$ cat src/rtl/tblink_rpc_clkctrl_if.sv
// Byte-stream bundle between the RPC demux/mux and the clock controller:
// t_* carries command/count bytes in, i_* carries response bytes out.
interface tblink_rpc_clkctrl_if;
  logic       t_valid;
  logic       t_ready;
  logic [7:0] t_dat;
  logic       i_valid;
  logic       i_ready;
  logic [7:0] i_dat;

  modport master (
    output t_valid, t_dat, i_ready,
    input  t_ready, i_valid, i_dat
  );

  modport slave (
    input  t_valid, t_dat, i_ready,
    output t_ready, i_valid, i_dat
  );
endinterface

$ cat src/rtl/tblink_rpc_clkctrl.sv
// tblink RPC clock controller: decodes byte commands and drives a gated,
// uclock/2 controlled clock with bounded advance, free-run, stop and capture.
module tblink_rpc_clkctrl #(
  parameter int DAT_BYTES = 4,
  parameter int CNT_BYTES = 2,
  parameter int CYC_BYTES = 4
) (
  input  logic                   uclock,
  input  logic                   reset_n,
  output logic                   cclock,
  output logic                   running,
  input  logic [8*DAT_BYTES-1:0] dat_i,
  tblink_rpc_clkctrl_if.slave    rpc
);

  localparam logic [2:0] ST_IDLE   = 3'd0;
  localparam logic [2:0] ST_DECODE = 3'd1;
  localparam logic [2:0] ST_CNT    = 3'd2;
  localparam logic [2:0] ST_RUN    = 3'd3;
  localparam logic [2:0] ST_STOPW  = 3'd4;
  localparam logic [2:0] ST_RSP    = 3'd5;

  localparam logic [1:0] OP_CAPTURE = 2'b00;
  localparam logic [1:0] OP_ADVANCE = 2'b01;
  localparam logic [1:0] OP_FREERUN = 2'b10;
  localparam logic [1:0] OP_STOP    = 2'b11;

  localparam int CNT_W     = (8 * CNT_BYTES > 6) ? 8 * CNT_BYTES : 6;
  localparam int CYC_W     = 8 * CYC_BYTES;
  localparam int RSP_BYTES = 1 + ((DAT_BYTES > CYC_BYTES) ? DAT_BYTES : CYC_BYTES);
  localparam int IDX_W     = $clog2(RSP_BYTES);
  localparam int CB_W      = (CNT_BYTES > 1) ? $clog2(CNT_BYTES) : 1;
  localparam int PAD_W     = 8 * (RSP_BYTES - 1);

  logic [2:0]       state;
  logic [7:0]       cmd;
  logic [CNT_W-1:0] cnt;
  logic [CB_W-1:0]  cnt_idx;
  logic             free_run;
  logic [CYC_W-1:0] cyc;
  logic             t_ready_q;
  logic             i_valid_q;
  logic [7:0]       i_dat_q;
  logic [IDX_W-1:0] rsp_idx;
  logic [IDX_W-1:0] rsp_last;
  logic [7:0]       rsp_buf [RSP_BYTES];

  logic [1:0]       op;
  logic [5:0]       short_n;
  logic             clk_en;
  logic             cclock_next;
  logic [CNT_W-1:0] cnt_merge;
  logic [7:0]       rsp_code;
  logic [PAD_W-1:0] dat_pad;
  logic [PAD_W-1:0] cyc_pad;
  logic             t_fire;
  logic             cnt_last;
  logic             rsp_done;

  assign op          = cmd[1:0];
  assign short_n     = cmd[7:2];
  assign clk_en      = (state == ST_RUN) || (state == ST_STOPW) || free_run;
  assign running     = clk_en;
  assign cclock_next = cclock ^ clk_en;
  assign dat_pad     = PAD_W'(dat_i);
  assign cyc_pad     = PAD_W'(cyc);
  assign t_fire      = rpc.t_valid && t_ready_q;
  assign cnt_last    = (cnt_idx == CB_W'(CNT_BYTES - 1));
  assign rsp_done    = (rsp_idx == rsp_last);

  assign rpc.t_ready = t_ready_q;
  assign rpc.i_valid = i_valid_q;
  assign rpc.i_dat   = i_dat_q;

  // NOTE: every always_comb output gets a default first so no path leaves it
  // unassigned, which would otherwise infer a latch.
  always_comb begin
    cnt_merge = cnt;
    cnt_merge[8*cnt_idx +: 8] = rpc.t_dat;
  end

  always_comb begin
    rsp_code = 8'h00;
    case (op)
      OP_CAPTURE: rsp_code = 8'h00;
      OP_ADVANCE: rsp_code = free_run ? 8'hFF : 8'h01;
      OP_FREERUN: rsp_code = 8'h02;
      OP_STOP:    rsp_code = 8'h03;
      default:    rsp_code = 8'h00;
    endcase
  end

  // NOTE: sequential state uses non-blocking assignments so every register
  // samples pre-edge values regardless of statement order.
  always_ff @(posedge uclock or negedge reset_n) begin
    if (!reset_n) begin
      cclock <= 1'b0;
      cyc    <= '0;
    end else begin
      cclock <= cclock_next;
      if (clk_en && !cclock) cyc <= cyc + CYC_W'(1);
    end
  end

  // NOTE: the response buffer is plain storage that is always written before
  // it is read, so it carries no reset.
  always_ff @(posedge uclock) begin
    if (state == ST_DECODE) begin
      rsp_buf[0] <= rsp_code;
      for (int i = 1; i < RSP_BYTES; i++)
        rsp_buf[i] <= (op == OP_CAPTURE) ? dat_pad[8*(i-1) +: 8] : cyc_pad[8*(i-1) +: 8];
    end else if (state == ST_STOPW) begin
      for (int i = 1; i < RSP_BYTES; i++)
        rsp_buf[i] <= cyc_pad[8*(i-1) +: 8];
    end
  end

  always_ff @(posedge uclock or negedge reset_n) begin
    if (!reset_n) begin
      state     <= ST_IDLE;
      cmd       <= '0;
      cnt       <= '0;
      cnt_idx   <= '0;
      free_run  <= 1'b0;
      t_ready_q <= 1'b0;
      i_valid_q <= 1'b0;
      i_dat_q   <= '0;
      rsp_idx   <= '0;
      rsp_last  <= '0;
    end else begin
      case (state)
        ST_IDLE: begin
          if (t_fire) begin
            cmd       <= rpc.t_dat;
            t_ready_q <= 1'b0;
            state     <= ST_DECODE;
          end else begin
            t_ready_q <= 1'b1;
          end
        end

        ST_DECODE: begin
          rsp_idx  <= '0;
          rsp_last <= '0;
          state    <= ST_RSP;
          case (op)
            OP_CAPTURE: rsp_last <= IDX_W'(DAT_BYTES);
            OP_ADVANCE: begin
              if (!free_run) begin
                if (short_n != 6'd0) begin
                  cnt   <= CNT_W'(short_n);
                  state <= ST_RUN;
                end else begin
                  cnt       <= '0;
                  cnt_idx   <= '0;
                  t_ready_q <= 1'b1;
                  state     <= ST_CNT;
                end
              end
            end
            OP_FREERUN: free_run <= 1'b1;
            OP_STOP: begin
              // If cclock is high after this edge, one more toggle parks it low.
              free_run <= 1'b0;
              rsp_last <= IDX_W'(CYC_BYTES);
              if (cclock_next) state <= ST_STOPW;
            end
            default: state <= ST_RSP;
          endcase
        end

        ST_CNT: begin
          if (t_fire) begin
            cnt     <= cnt_merge;
            cnt_idx <= cnt_idx + CB_W'(1);
            if (cnt_last) begin
              t_ready_q <= 1'b0;
              state     <= (cnt_merge == '0) ? ST_RSP : ST_RUN;
            end
          end
        end

        ST_RUN: begin
          // The count drops on each falling cclock; leaving on the last one ends low.
          if (cclock) begin
            cnt <= cnt - CNT_W'(1);
            if (cnt == CNT_W'(1)) state <= ST_RSP;
          end
        end

        ST_STOPW: state <= ST_RSP;

        ST_RSP: begin
          if (!i_valid_q) begin
            i_valid_q <= 1'b1;
            i_dat_q   <= rsp_buf[rsp_idx];
          end else if (rpc.i_ready) begin
            if (rsp_done) begin
              i_valid_q <= 1'b0;
              i_dat_q   <= '0;
              t_ready_q <= 1'b1;
              state     <= ST_IDLE;
            end else begin
              rsp_idx <= rsp_idx + IDX_W'(1);
              i_dat_q <= rsp_buf[rsp_idx + IDX_W'(1)];
            end
          end
        end

        default: state <= ST_IDLE;
      endcase
    end
  end

endmodule

$ cat src/flat_wrapper.sv
// flat-port wrapper written by rule: the top's interface ports become plain ports
module tblink_rpc_clkctrl_flat 
#(
  parameter int DAT_BYTES = 4,
  parameter int CNT_BYTES = 2,
  parameter int CYC_BYTES = 4
)
  (uclock, reset_n, cclock, running, dat_i, rpc_t_valid, rpc_t_dat, rpc_i_ready, rpc_t_ready, rpc_i_valid, rpc_i_dat);
  tblink_rpc_clkctrl_if rpc_i ();
  input  logic uclock;
  input  logic reset_n;
  output logic cclock;
  output logic running;
  input  logic [8*DAT_BYTES-1:0] dat_i;
  input wire logic [$bits(rpc_i.t_valid)-1:0] rpc_t_valid;
  input wire logic [$bits(rpc_i.t_dat)-1:0] rpc_t_dat;
  input wire logic [$bits(rpc_i.i_ready)-1:0] rpc_i_ready;
  output wire logic [$bits(rpc_i.t_ready)-1:0] rpc_t_ready;
  output wire logic [$bits(rpc_i.i_valid)-1:0] rpc_i_valid;
  output wire logic [$bits(rpc_i.i_dat)-1:0] rpc_i_dat;
  assign rpc_i.t_valid = rpc_t_valid;
  assign rpc_i.t_dat = rpc_t_dat;
  assign rpc_i.i_ready = rpc_i_ready;
  assign rpc_t_ready = rpc_i.t_ready;
  assign rpc_i_valid = rpc_i.i_valid;
  assign rpc_i_dat = rpc_i.i_dat;
  tblink_rpc_clkctrl #(.DAT_BYTES(DAT_BYTES), .CNT_BYTES(CNT_BYTES), .CYC_BYTES(CYC_BYTES)) u_core (.uclock(uclock), .reset_n(reset_n), .cclock(cclock), .running(running), .dat_i(dat_i), .rpc(rpc_i));
endmodule
$ cat config.mk
export PLATFORM = sky130hd
export DESIGN_NAME = tblink_rpc_clkctrl_flat
export DESIGN_NICKNAME = d
export VERILOG_FILES = /design/src/rtl/tblink_rpc_clkctrl_if.sv /design/src/rtl/tblink_rpc_clkctrl.sv /design/src/flat_wrapper.sv
export SDC_FILE = /design/constraint.sdc
export NUM_CORES = 1
export LEC_CHECK = 0
export CAP_MARGIN = 25
export CORE_AREA = 2 2 121 123
export CTS_CLUSTER_DIAMETER = 60
export DETAILED_ROUTE_END_ITERATION = 10
export DIE_AREA = 0 0 123 125
export PLACE_DENSITY = 0.61
export SYNTH_ARGS = -nofsm -noshare
export SYNTH_HDL_FRONTEND = slang
export SYNTH_SLANG_ARGS = --single-unit
export TNS_END_PERCENT = 50
$ cat constraint.sdc
create_clock -name uclock -period 3.83 [get_ports uclock]
set_input_delay 0.383 -clock uclock [delete_from_list [all_inputs] [get_ports uclock]]
set_output_delay 0.383 -clock uclock [all_outputs]
set_load 0.01 [all_outputs]
==> key figures <==
Status
  – Status: completed

Global route
  – Grt ovf: 0
  – Largest net degree at the start of global routing: 77
  – Initial antenna violation count: 0
  – Global-route usage over all layers: 20.1%
  – Vias in the first global route: 4,497
  – Global-route wire length before repair: 23.9 mm

Synth
  – Post-synthesis mux area share: 15.6%
  – XOR/XNOR Fraction of Synth Area: 5.18%
  – Compound-Gate Fraction of Synth Area: 11.5%
  – Synth unique cells: 68
  – Synth area leader: dfrtp_1
  – Largest family of logic cells by synthesized area: multiplexers
  – Synth area leaders: dfrtp_1, edfxtp_1, mux2_2
  – FF+latch count, synth: 111
  – Seq/Total Area, Yosys: 47.2%
  – Syn avg cell area: 11.1 um^2
  – Mapped Cells: 562
  – Ys flop type: dfrtp_1
  – Area share of the largest cell type after synthesis: 30.4%
  – Syn nets: 616
  – Synth Cell Area: 6260 um^2
  – Simple-gate share of the synthesized area: 14.6%
  – Asr flop ratio synth: 68.5%
  – Ys Warns: 0
  – Count of flip-flops with a built-in enable after synthesis: 35
  – Synth Area in Adders: 2.00%

Critical path
  – Critical path's top delay family: simple AND/OR/NAND/NOR gates
  – Setup crit start kind: flip-flop
  – Worst path slowest cell: dfrtp_1
  – Critical path peak fanout: 13
  – Worst r2r dst: u_core.cyc[26]
  – R2R Setup Slk: 1100 ps
  – Reg2reg start: u_core.state[1]
  – CP max stage delay: 570 ps
  – CP bufs+invs: 1
  – R2R cell count: 10
  – Crit path DAT: 3010 ps
  – Crit-path cells: nor2b_1, buf_4, nand2_1, nand3b_1, ha_1, and3_1, nor3b_2, nand3_1, nor2_1, xor2_1
  – Crit. End Element: flip-flop
  – Data required, critical path: 4110 ps
  – Critical path type: reg -> reg

Layout
  – Final instance area: 7310 um^2
  – Nets: 670
  – Layout cells sized above 1: 16.9%
  – Layout area overhead: 16.9%
  – Ant. Diodes: 0

Timing
  – Setup TNS: 0 ps
  – Period utilisation layout: 71.3%
  – Final setup vio count: 0
  – Max Slew Vio Count: 0
  – Worst clock skew: 6.83 ps
  – Min Hold Slack: 395 ps
  – Min cycle time layout: 2730 ps
  – Max_slew headroom: 32.6%
  – Peak Freq: 366 MHz
  – Worst-Margin Slew: 1010 ps
  – Final Hold Fails: 0
  – RSZ-0062 raised after global routing: false

Floorplanning
  – Die footprint: 15,400 um^2
  – Placeable Area: 14,200 um^2
  – Number of I/O pins: 56
  – DIE WIDTH: 123 um
  – Initial Util: 44.0%
  – Core Rows: 44
  – Die height: 125 um

CTS
  – Setup Buffers After CTS: 0
  – Sink Count: 111
  – Cts bufs inserted: 9
  – Clk root buf: clkbuf_16
  – CTS tree: yes
  – Clk slew on worst S/H paths: 80 ps
  – Clk buf depth: 2
  – Worst-skew pair later-pin latency: 350 ps
  – Htree depth: 3

Placed design
  – Detailed placer's ending HPWL: 10.7 mm
  – Buffers on Ports: 55
  – Placed inst area: 6990 um^2
  – Routability Congestion: 0.874

Detailed routing
  – Post-route DRC: 0
  – Met1 Wirelength: 6.90 mm
  – Routed via count: 4,622
  – Met2 Wirelength: 7.09 mm
  – Drt wl/cell: 18.4 um
  – Met3 WL: 610 um
  – Routed vias/inst: 5.74
  – Antenna-violating nets left: 0
  – Highest metal used: met4
  – Drt initial violations: 421
  – Routed wire length: 14.8 mm
  – 1st-pass router iterations: 5

Power and ir drop
  – PwrDens: 726 nW/um^2
  – Worst vdd ir: 0.270 mV
  – Lkg Pwr: 2.87 nW

Job
  – Max-cap violations: 0

Worst hold path
  – Hold Crit Class: in -> async
state kept, by name (all words and copies together), names as in the netlist:
signal              cells
u_core.rsp_buf         35
u_core.cyc             32
u_core.cnt             16
u_core.cmd              8
u_core.rpc.i_dat        8
u_core.rsp_idx          3
u_core.state            3
u_core.cclock           1
u_core.cnt_idx          1
u_core.free_run         1
u_core.rpc.i_valid      1
u_core.rpc.t_ready      1
u_core.rsp_last         1
cells in the final DEF (no fill, tap or decap), types with 6 or more instances in the layout:
| cell | count |
|---|---|
| nand3_1 | 17 |
| inv_1 | 27 |
| xnor2_1 | 26 |
| nor2_1 | 26 |
| a31oi_1 | 9 |
| clkbuf_16 | 9 |
| nor4_1 | 6 |
| mux2i_1 | 13 |
| edfxtp_1 | 35 |
| a21oi_1 | 20 |
| nand4_1 | 15 |
| dfrtp_1 | 76 |
| mux4_2 | 16 |
| nor3_1 | 13 |
| ha_1 | 10 |
| o21ai_0 | 32 |
| buf_4 | 14 |
| mux2_2 | 41 |
| xor2_1 | 11 |
| nand2_1 | 49 |
| clkdlybuf4s50_1 | 54 |
| a211oi_1 | 6 |
cell usage after synthesis, drive strengths merged (5+ instances only):
cell      n
mux2i    13
and3      5
dfrtp    76
nand2b    5
mux2     43
a211oi    6
nand3    17
a31oi     9
nor3     14
inv      27
a21oi    20
clkbuf   16
buf      11
xnor2    26
o21ai    36
nor2     26
nor4     12
mux4     16
o2bb2ai   5
edfxtp   35
nand4    15
xor2     11
nand2    49
ha       10
power by group:
group | internal [mW] | switching, mW
registers | 1.76 | 0.421
logic | 1.06 | 1.15
clock network | 0.453 | 0.454
total | 3.28 | 2.03
logic make-up after synthesis:
kind of cell	after synthesis
AOI/OAI and AO/OA	110
xor gates and xnor gates	37
adders and majority gates	10
buffers and inverters	54
DFF	111
muxes	72
and+or+nand+nor	168
worst max path at each step:
stage | start | end | slack [ps] | depth (start not counted)
finish | u_core.state[1] | u_core.cyc[26] | 1100 | 10
global route | u_core.state[1] | u_core.cyc[26] | 850 | 10
CTS | u_core.state[1] | u_core.cyc[26] | 1110 | 10
detailed placement | u_core.state[1] | u_core.cyc[26] | 1120 | 10
global placement | u_core.state[1] | u_core.cyc[26] | 1230 | 10
floorplan | u_core.state[1] | u_core.cyc[31] | 1170 | 11
metal layers:
metal	vias up	track usage, %
met2	127	31.1
met3	18	3.01
met5	-	0
met4	0	7.09
li1	2198	-
met1	2279	28.9
repair_timing:
| item | 4_1_cts | 5_1_grt |
|---|---|---|
| resized for setup | 0 | 0 |
| hold buffers | 0 | 1 |
| endpoints found under the hold margin | 0 | 7 |
final cells by class:
class	count	area [um^2]
multi-input cells	397	3060
inverters	27	101
flip-flops and latches	111	2950
clock buffers	10	229
fillers	1249	6890
well taps	184	230
clock inverters	6	53.8
repair buffers	70	683
worst register-to-register path: stages (launching register included):
cell	delay (ps)
dfrtp_1	570
nor2b_1	180
buf_4	160
nand2_1	80
nand3b_1	130
ha_1	320
and3_1	240
nor3b_2	430
nand3_1	220
nor2_1	170
xor2_1	150
through the flow:
stage               utilization [%]  setup slack [ps]  power [mW]  std cells
global placement               49.2              1230        4.38        787
CTS                            51.2              1110        5.32        803
global route                   51.5               849        5.65        805
finish                         51.5              1100        5.31        805
detailed placement             49.2              1120        4.40        787
floorplan                         -              1170        3.69        562
No activity file was read; power rests on OpenSTA's default activity.
